$ cat config.mk
export PLATFORM = sky130hd
export DESIGN_NAME = icache_fetch_unit
export DESIGN_NICKNAME = d
export VERILOG_FILES = /design/src/rtl/icache_fetch_unit.sv
export SDC_FILE = /design/constraint.sdc
export NUM_CORES = 2
export LEC_CHECK = 0
export BUFFER_PORTS_ARGS = -buffer_cell sky130_fd_sc_hd__buf_4
export CAP_MARGIN = 10
export CORE_MARGIN = 5
export CORE_UTILIZATION = 46
export DETAILED_ROUTE_END_ITERATION = 8
export REMOVE_ABC_BUFFERS = 1
export SLEW_MARGIN = 20
export SYNTH_ARGS = -nofsm -noshare
export SYNTH_HDL_FRONTEND = slang
export SYNTH_SLANG_ARGS = --single-unit
$ cat constraint.sdc
create_clock -name clk -period 12.9 [get_ports clk]
set_clock_uncertainty 0.2 [all_clocks]
set_input_delay 1.29 -clock clk [delete_from_list [all_inputs] [get_ports clk]]
set_output_delay 1.29 -clock clk [all_outputs]
set_load 0.05 [all_outputs]
$ cat src/rtl/icache_fetch_unit.sv
// Direct-mapped read-only instruction cache. Hits are answered in the lookup cycle.
// A miss stalls fetch while the FSM refills one full line over a valid/ready handshake.
module icache_fetch_unit #(
  parameter int NUM_LINES      = 16,
  parameter int WORDS_PER_LINE = 4,
  parameter int ADDR_WIDTH     = 32
) (
  input  logic                         clk,
  input  logic                         reset,
  input  logic                         req_valid,
  input  logic [ADDR_WIDTH-1:0]        req_addr,
  input  logic                         invalidate,
  output logic                         resp_valid,
  output logic [31:0]                  resp_inst,
  output logic                         stall,
  output logic                         mem_req_valid,
  output logic [ADDR_WIDTH-1:0]        mem_req_addr,
  input  logic                         mem_req_ready,
  input  logic                         mem_resp_valid,
  input  logic [32*WORDS_PER_LINE-1:0] mem_resp_data,
  output logic [31:0]                  hit_count,
  output logic [31:0]                  miss_count,
  output logic [1:0]                   o_dbg_state
);

  localparam int WORD_BITS  = $clog2(WORDS_PER_LINE);
  localparam int INDEX_BITS = $clog2(NUM_LINES);
  localparam int LINE_LSB   = WORD_BITS + 2;
  localparam int TAG_BITS   = ADDR_WIDTH - LINE_LSB - INDEX_BITS;
  localparam int LINE_BITS  = 32 * WORDS_PER_LINE;

  typedef enum logic [1:0] {
    S_IDLE     = 2'd0,
    S_MEM_REQ  = 2'd1,
    S_MEM_WAIT = 2'd2
  } state_t;

  state_t r_state, w_next;

  logic [NUM_LINES-1:0]  r_valid;
  logic [TAG_BITS-1:0]   r_tags [NUM_LINES];
  logic [LINE_BITS-1:0]  r_data [NUM_LINES];
  logic [ADDR_WIDTH-1:0] r_miss_addr;
  logic [31:0]           r_hit_count;
  logic [31:0]           r_miss_count;

  logic [1:0]            w_unused_offset;
  logic [WORD_BITS-1:0]  w_word;
  logic [INDEX_BITS-1:0] w_index;
  logic [TAG_BITS-1:0]   w_tag;
  logic [INDEX_BITS-1:0] w_miss_index;
  logic [TAG_BITS-1:0]   w_miss_tag;
  logic [ADDR_WIDTH-1:0] w_line_addr;
  logic                  w_hit;
  logic                  w_lookup;
  logic                  w_install;

  assign w_unused_offset = req_addr[1:0];
  assign w_word          = req_addr[2 +: WORD_BITS];
  assign w_index         = req_addr[LINE_LSB +: INDEX_BITS];
  assign w_tag           = req_addr[ADDR_WIDTH-1 -: TAG_BITS];
  assign w_miss_index    = r_miss_addr[LINE_LSB +: INDEX_BITS];
  assign w_miss_tag      = r_miss_addr[ADDR_WIDTH-1 -: TAG_BITS];
  assign w_line_addr     = {req_addr[ADDR_WIDTH-1:LINE_LSB], {LINE_LSB{1'b0}}};
  assign w_hit           = r_valid[w_index] && (r_tags[w_index] == w_tag);
  assign w_lookup        = (r_state == S_IDLE) && req_valid && !reset;
  assign w_install       = (r_state == S_MEM_WAIT) && mem_resp_valid && !reset;

  assign resp_inst    = r_data[w_index][w_word*32 +: 32];
  assign mem_req_addr = r_miss_addr;
  assign hit_count    = r_hit_count;
  assign miss_count   = r_miss_count;
  assign o_dbg_state  = r_state;

  // mem_req_valid/ready: a request transfers on the cycle both are high;
  // mem_req_valid and mem_req_addr hold steady until then.
  always_comb begin
    w_next        = r_state;
    resp_valid    = 1'b0;
    stall         = 1'b0;
    mem_req_valid = 1'b0;
    case (r_state)
      S_IDLE: begin
        if (req_valid) begin
          if (w_hit) begin
            resp_valid = 1'b1;
          end else begin
            stall  = 1'b1;
            w_next = S_MEM_REQ;
          end
        end
      end
      S_MEM_REQ: begin
        stall         = 1'b1;
        mem_req_valid = 1'b1;
        if (mem_req_ready) w_next = S_MEM_WAIT;
      end
      S_MEM_WAIT: begin
        stall = 1'b1;
        if (mem_resp_valid) w_next = S_IDLE;
      end
      default: w_next = S_IDLE;
    endcase
    // Reset cycle presents a quiet interface whatever state is being left.
    if (reset) begin
      resp_valid    = 1'b0;
      stall         = 1'b0;
      mem_req_valid = 1'b0;
    end
  end

  always_ff @(posedge clk) begin
    if (reset) begin
      r_state      <= S_IDLE;
      r_valid      <= '0;
      r_miss_addr  <= '0;
      r_hit_count  <= '0;
      r_miss_count <= '0;
    end else begin
      r_state <= w_next;
      if (w_lookup) begin
        if (w_hit) begin
          r_hit_count <= r_hit_count + 32'd1;
        end else begin
          r_miss_count <= r_miss_count + 32'd1;
          r_miss_addr  <= w_line_addr;
        end
      end
      // Invalidate beats a coincident install so the refilled line stays invalid.
      if (invalidate) begin
        r_valid <= '0;
      end else if (w_install) begin
        r_valid[w_miss_index] <= 1'b1;
      end
    end
  end

  always_ff @(posedge clk) begin
    if (w_install) begin
      r_tags[w_miss_index] <= w_miss_tag;
      r_data[w_miss_index] <= mem_resp_data;
    end
  end

endmodule

# Word-level counts from Yosys, hierarchy flattened
# Memories as Yosys holds them, arrays and structs flattened.
# Cells that the tools add are included.
# totals
ram_bits,2432
ff_bits,110
wordCells,56
mem_count,2
out_inout_bits,133
# memory_table
name,depth,word_bits,rd,rd_clocked_by_memory_dff,write_ports,line,rtl
r_data,16,128,1,0,1,42,logic [LINE_BITS-1:0] r_data [NUM_LINES];
r_tags,16,24,1,0,1,41,logic [TAG_BITS-1:0] r_tags [NUM_LINES];
# classes
magnitude_cmp,3
add_sub_neg,2
eq_ne,7
bitwise,2
n_reduce_logical,13
muxes,21
shift,1
# ops
operator,count
$shiftx A128 B8 Y32,1
$add A32 B1 Y32 const B,2
$eq A24 B24 Y1,1
$or A16 B16 Y16,1
$mux W1,13
$lt A4 B5 Y1 const B,2
$mux W2,4
$ne A2 B2 Y1 const B,4
$logic_and A1 B1 Y1,6
$pmux W2 S3,1
$bmux W1 S4,1
$demux W1 S4,1
$ge A4 B1 Y1 const B,1
$reduce_and A2 Y1,2
$reduce_and A4 Y1,1
$reduce_or A2 Y1,2
$eq A2 B1 Y1 const B,1
$eq A2 B2 Y1 const B,1
$logic_not A2 Y1,1
$pmux W1 S2,1
$logic_not A1 Y1,1
$not A1 Y1,1

# Depth between registers and ports, before layout
# depth
ltp_word,7
depth_mapped,17
mapped_depth_nobuf,9

# Worst setup path before layout
# No wires, ideal clock.
# synth_path
kind,input port to flip-flop
start,in reset
end,mem r_data[8][0] (netlist name) (enable)
n_path_buf,1
path_stages,6
setup_time_ns,0.851
path_slack_ns,-0.490
arrival_time_ns,12.339
cell_sequence,clkbuf_1 > inv_1 > and3_1 > nor2b_1 > nand2_1 > nor3_1
# synth_via
elab_chain_len,4
# synth_rtl
item,line,rtl
"start, declared",9,"input logic reset,"
$logic_not A1 Y1,67,assign w_install = (r_state == S_MEM_WAIT) && mem_resp_valid && !reset;
$logic_and A1 B1 Y1,67,
$mux W1,139,if (w_install) begin
$mux W1 (implied by the code),141,r_data[w_miss_index] <= mem_resp_data;
"end, declared",42,
# No other way between the ends.

# Worst setup path in the final report
# layout_path
start,in req_addr[4]
end,out stall
# layout_via
elab_chain_len,7
word_cells_on_any_way,9
cone_classes,eq/ne (1); mux (6); reduce/logical (1); memory (1)
# layout_rtl
item,line,rtl
"start, declared",11,"input logic [ADDR_WIDTH-1:0] req_addr,"
$mem_v2 Z16 W24 / $bmux W1 S4 (equally long branches),n/a,
$eq A24 B24 Y1 / $mux W1 (equally long branches),65,assign w_hit = r_valid[w_index] && (r_tags[w_index] == w_tag);
$logic_and A1 B1 Y1 (*),65,
$mux W1 (*),85,if (w_hit) begin
$mux W1 (*),84,if (req_valid) begin
$pmux W1 S2 (*),82,case (r_state)
$mux W1 (*),105,if (reset) begin
"end, declared",15,"output logic stall,"
# Mark *: on every way between the ends. The rest lies on a longest branch, timed or not. The select of a mux whose other input is x is not followed.

==> results_dict.tcl <==
set metrics [dict create \
    status "finished, final reports clean" \
    worst_slew_pin_slew_ns 1.082 \
    syn_area_per_cell_um2 23.07 \
    hold_buffers 0 \
    maxCapViolations 0 \
    power.density_nw_per_um2 156.1 \
    finalSetupViolCount 0 \
    final-hold-violation-count 0 \
    finalWeightedCongestion 0.7567 \
    hold_path.class "flip-flop to flip-flop" \
    drt_iter0_drc 3885 \
    fp.dieW_um 471.8 \
    cts-resized-gates 0 \
    synth-edff-count 2432 \
    p_clk_share_pct 41.5 \
    worst-path-max-fanout 63 \
    synthArstFlopShare_pct 0 \
    first_pass_iters 5 \
    drt.antenna.violating_nets 0 \
    cp.arrival_ns 6.07 \
    wl_per_cell_um 29.14 \
    crit_type "primary input to output port" \
    swShare_pct 21.22 \
    synthAdderAreaFrac_pct 0.1020 \
    p_int_mw 13.77 \
    fillerInstances 16310 \
    area_growth_pct 14.15 \
    cts_setup_buffers 0 \
    synth_compound_area_share_pct 1.231 \
    yosysSeqAreaShare_pct 76.69 \
    ctsLongestPathBuffers 4 \
    period_share_pct 58.62 \
    synth_mux_area_share_pct 18.63 \
    vias_per_cell 5.887 \
    cts_buffers 279 \
    clk_pin_slew_ns 0.06 \
    drive_gt1_share_pct 31.38 \
    power_mw 17.48 \
    ir_worst_vdd_uv 140.5 \
    drc 0 \
    cts_sinks 2542 \
    grt_max_degree 133 \
    leakage_nw 35.60 \
    synth-xor-area-share_pct 0.2053 \
    num_rows 169 \
    combPwrFrac_pct 5.7 \
    synth_top_family_by_area "multiplexers" \
    ioPinCount 299 \
    grt_remaining_overflow 0 \
    switchingPower_mw 3.709 \
    ys_warn_count 0 \
    floorplan.initialDensity_pct 46.26 \
    route.vias.total 45300 \
    slew-limit-headroom_pct 27.87 \
    port_buffers 292 \
    syn_area_um2 98100 \
    grt.total_usage_pct 20.04 \
    synth-simple-area-share_pct 1.990 \
    final_nets 4863 \
    fmax_mhz 132.2 \
    grt_pass1_vias 46810 \
    slew_viol_final 0 \
    ys_types 66 \
    die_h_um 471.8 \
    coreArea_um2 212100 \
    cp.required_ns 11.41 \
    detailedPlace.worstSlack_ns 5.274 \
    cts_tree "yes" \
    cp-start-kind "primary input" \
    dieArea_um2 222600 \
    fin_ws_ns 5.338 \
    htreeDepth 5 \
    syn-instance-count 4253 \
    cp-end-kind "output port" \
    wirelength_mm 224.2 \
    rsz0062_at_grt "no" \
    period_needed_ns 7.562 \
    hpwl_mm 115.2 \
    ys_seq_elements 2542 \
    insertion_delay_ns 0.89 \
    grt_pass1_wl_mm 328.6 \
    ys.flop_type "edfxtp_1" \
    p_seq_share_pct 52.8 \
    antenna_found_initial 24 \
    cts_root_buffer "clkbuf_16" \
]
per-layer routing:
layer	share of wire (%)	wire (µm)	up-vias	global-route usage [%]
met3	5.7	12820	371	3.421
met2	49	109400	1362	32.47
met1	43	97450	24520	28.95
met4	2.0	4434	20	4.555
met5	0.053	118	-	0
li1	-	-	19030	-
kinds of logic (layout without fill, tap and decap cells):
logic type / after synthesis / count (layout)
flops: 2542 / 2542
mux: 907 / 907
simple gates: 363 / 363
buf+inv: 240 / 854
compound gates: 169 / 169
xor+xnor: 23 / 23
fa+ha+maj: 8 / 8
other cells: 1 / 9
path summary, 6_finish.rpt:
kind | startpoint | end | slack, ns | cells past startpoint
max | req_addr[4] | stall | 5.34 | 13
min | r_valid[8]$_SDFFE_PP0P_ | r_valid[8]$_SDFFE_PP0P_ | 0.26 | 1
max reg2reg | r_tags[5][11]$_DFFE_PP_ | mem_req_addr[23]$_SDFFE_PP0P_ | 8.51 | 11
min reg2reg | r_valid[8]$_SDFFE_PP0P_ | r_valid[8]$_SDFFE_PP0P_ | 0.26 | 1
sequential cells by signal (all words and copies together) (netlist names):
register,flops
r_tags,384
r_valid,16
mem_req_addr,28
hit_count,32
miss_count,32
o_dbg_state,2
r_data,2048
placed cells by master, fill, tap and decap left out, drive strengths merged, types with 7 or more instances in the layout:
cell type / synthesis / layout
edfxtp: 2432 / 2432
mux4: 726 / 726
buf: 127 / 376
clkbuf: 98 / 353
dfxtp: 110 / 110
clkinv: 0 / 96
mux2: 91 / 91
mux2i: 90 / 90
nor2: 77 / 77
nor2b: 74 / 74
nand2: 67 / 67
nand3: 28 / 28
a21oi: 27 / 27
xnor2: 20 / 20
nand4: 19 / 19
inv: 15 / 19
o21ai: 18 / 18
o21a: 18 / 18
and3: 16 / 16
o22ai: 16 / 16
a22oi: 15 / 15
nor3: 15 / 15
or4: 9 / 9
o31ai: 9 / 9
o41ai: 9 / 9
o311ai: 9 / 9
a31oi: 8 / 8
nand2b: 8 / 8
and2: 8 / 8
ha: 8 / 8
bufinv: 0 / 8
nor4: 8 / 8
or2: 7 / 7
a221oi: 7 / 7
and4: 7 / 7
final cells by class:
type	count	area, µm²	area share, %
antenna	5	12.51	0.01117
sequential	2542	75230	67.18
tap	2821	3530	3.152
inverter	15	58.81	0.05251
clock inverter	110	720.7	0.6435
clock buffer	352	7477	6.677
timing repair buffer	377	3088	2.757
multi-input combinational	1474	21870	19.53
power by group through the flow:
stage	sequential (mW)	clock (mW)	combinational, mW
final	9.22	7.25	1.00
after global routing	9.23	7.77	1.07
after CTS	9.23	7.43	1.03
after detailed placement	9.40	0	1.02
after global placement	9.39	0	1.01
after floorplan	9.45	0	0.464
synthesized netlist by cell type, drive strengths merged (3+ instances only):
library cell  instances  area, µm²
nor3b                 5      37.54
nand3b                4      30.03
xnor2                20      175.2
ha                    8      100.1
mux2i                90      900.9
a21oi                27      135.1
nand3                28      140.1
or4                   9      67.56
o21a                 18      135.1
nand2                67      251.5
dfxtp               110       2202
clkbuf               98      367.9
a211oi                6      45.04
and3                 16      100.1
xor2                  3      26.28
a22o                  4      35.03
o21ai                18      90.09
nor2b                74      462.9
inv                  15      56.30
mux4                726      16350
nor4b                 4      35.03
and2                  8      50.05
mux2                 91       1025
a32o                  3      30.03
buf                 127      706.9
nor4                  8      65.06
a221oi                7      61.31
nor3                 15      86.34
o41ai                 9      78.83
edfxtp             2432      73030
and4                  7      61.31
or3                   3      18.77
nand2b                8      50.05
o31ai                 9      67.56
nor2                 77      289.0
or2                   7      43.79
o311ai                9      86.34
a22oi                15      112.6
nand4                19      118.9
o22ai                16      100.1
a31o                  6      52.55
a31oi                 8      50.05
worst max-delay path, cell delays in order:
cell	delay (ns)
buf_8	0.31
buf_4	0.79
mux4_2	0.61
mux2i_1	0.15
mux2i_1	0.11
xnor2_1	0.51
nand4_1	0.19
or4_1	0.67
nor3_4	0.22
buf_4	0.55
nor2_4	0.04
o21ba_2	0.25
buf_4	0.19
stage by stage:
| stage | area [µm²] | util, % | TNS [ns] | hold WS (ns) | instances |
|---|---|---|---|---|---|
| after floorplan | 97040 | - | -403.35 | 0.2354 | 4031 |
| after global placement | 103800 | 48.92 | 0 | 0.2412 | 7228 |
| after detailed placement | 103800 | 48.92 | 0 | 0.2526 | 7228 |
| after CTS | 112000 | 52.79 | 0 | 0.2660 | 7690 |
| after global routing | 112000 | 52.80 | 0 | 0.2777 | 7692 |
| final | 112000 | 52.80 | 0 | 0.2646 | 7696 |
(Power assumes the default switching activity.)
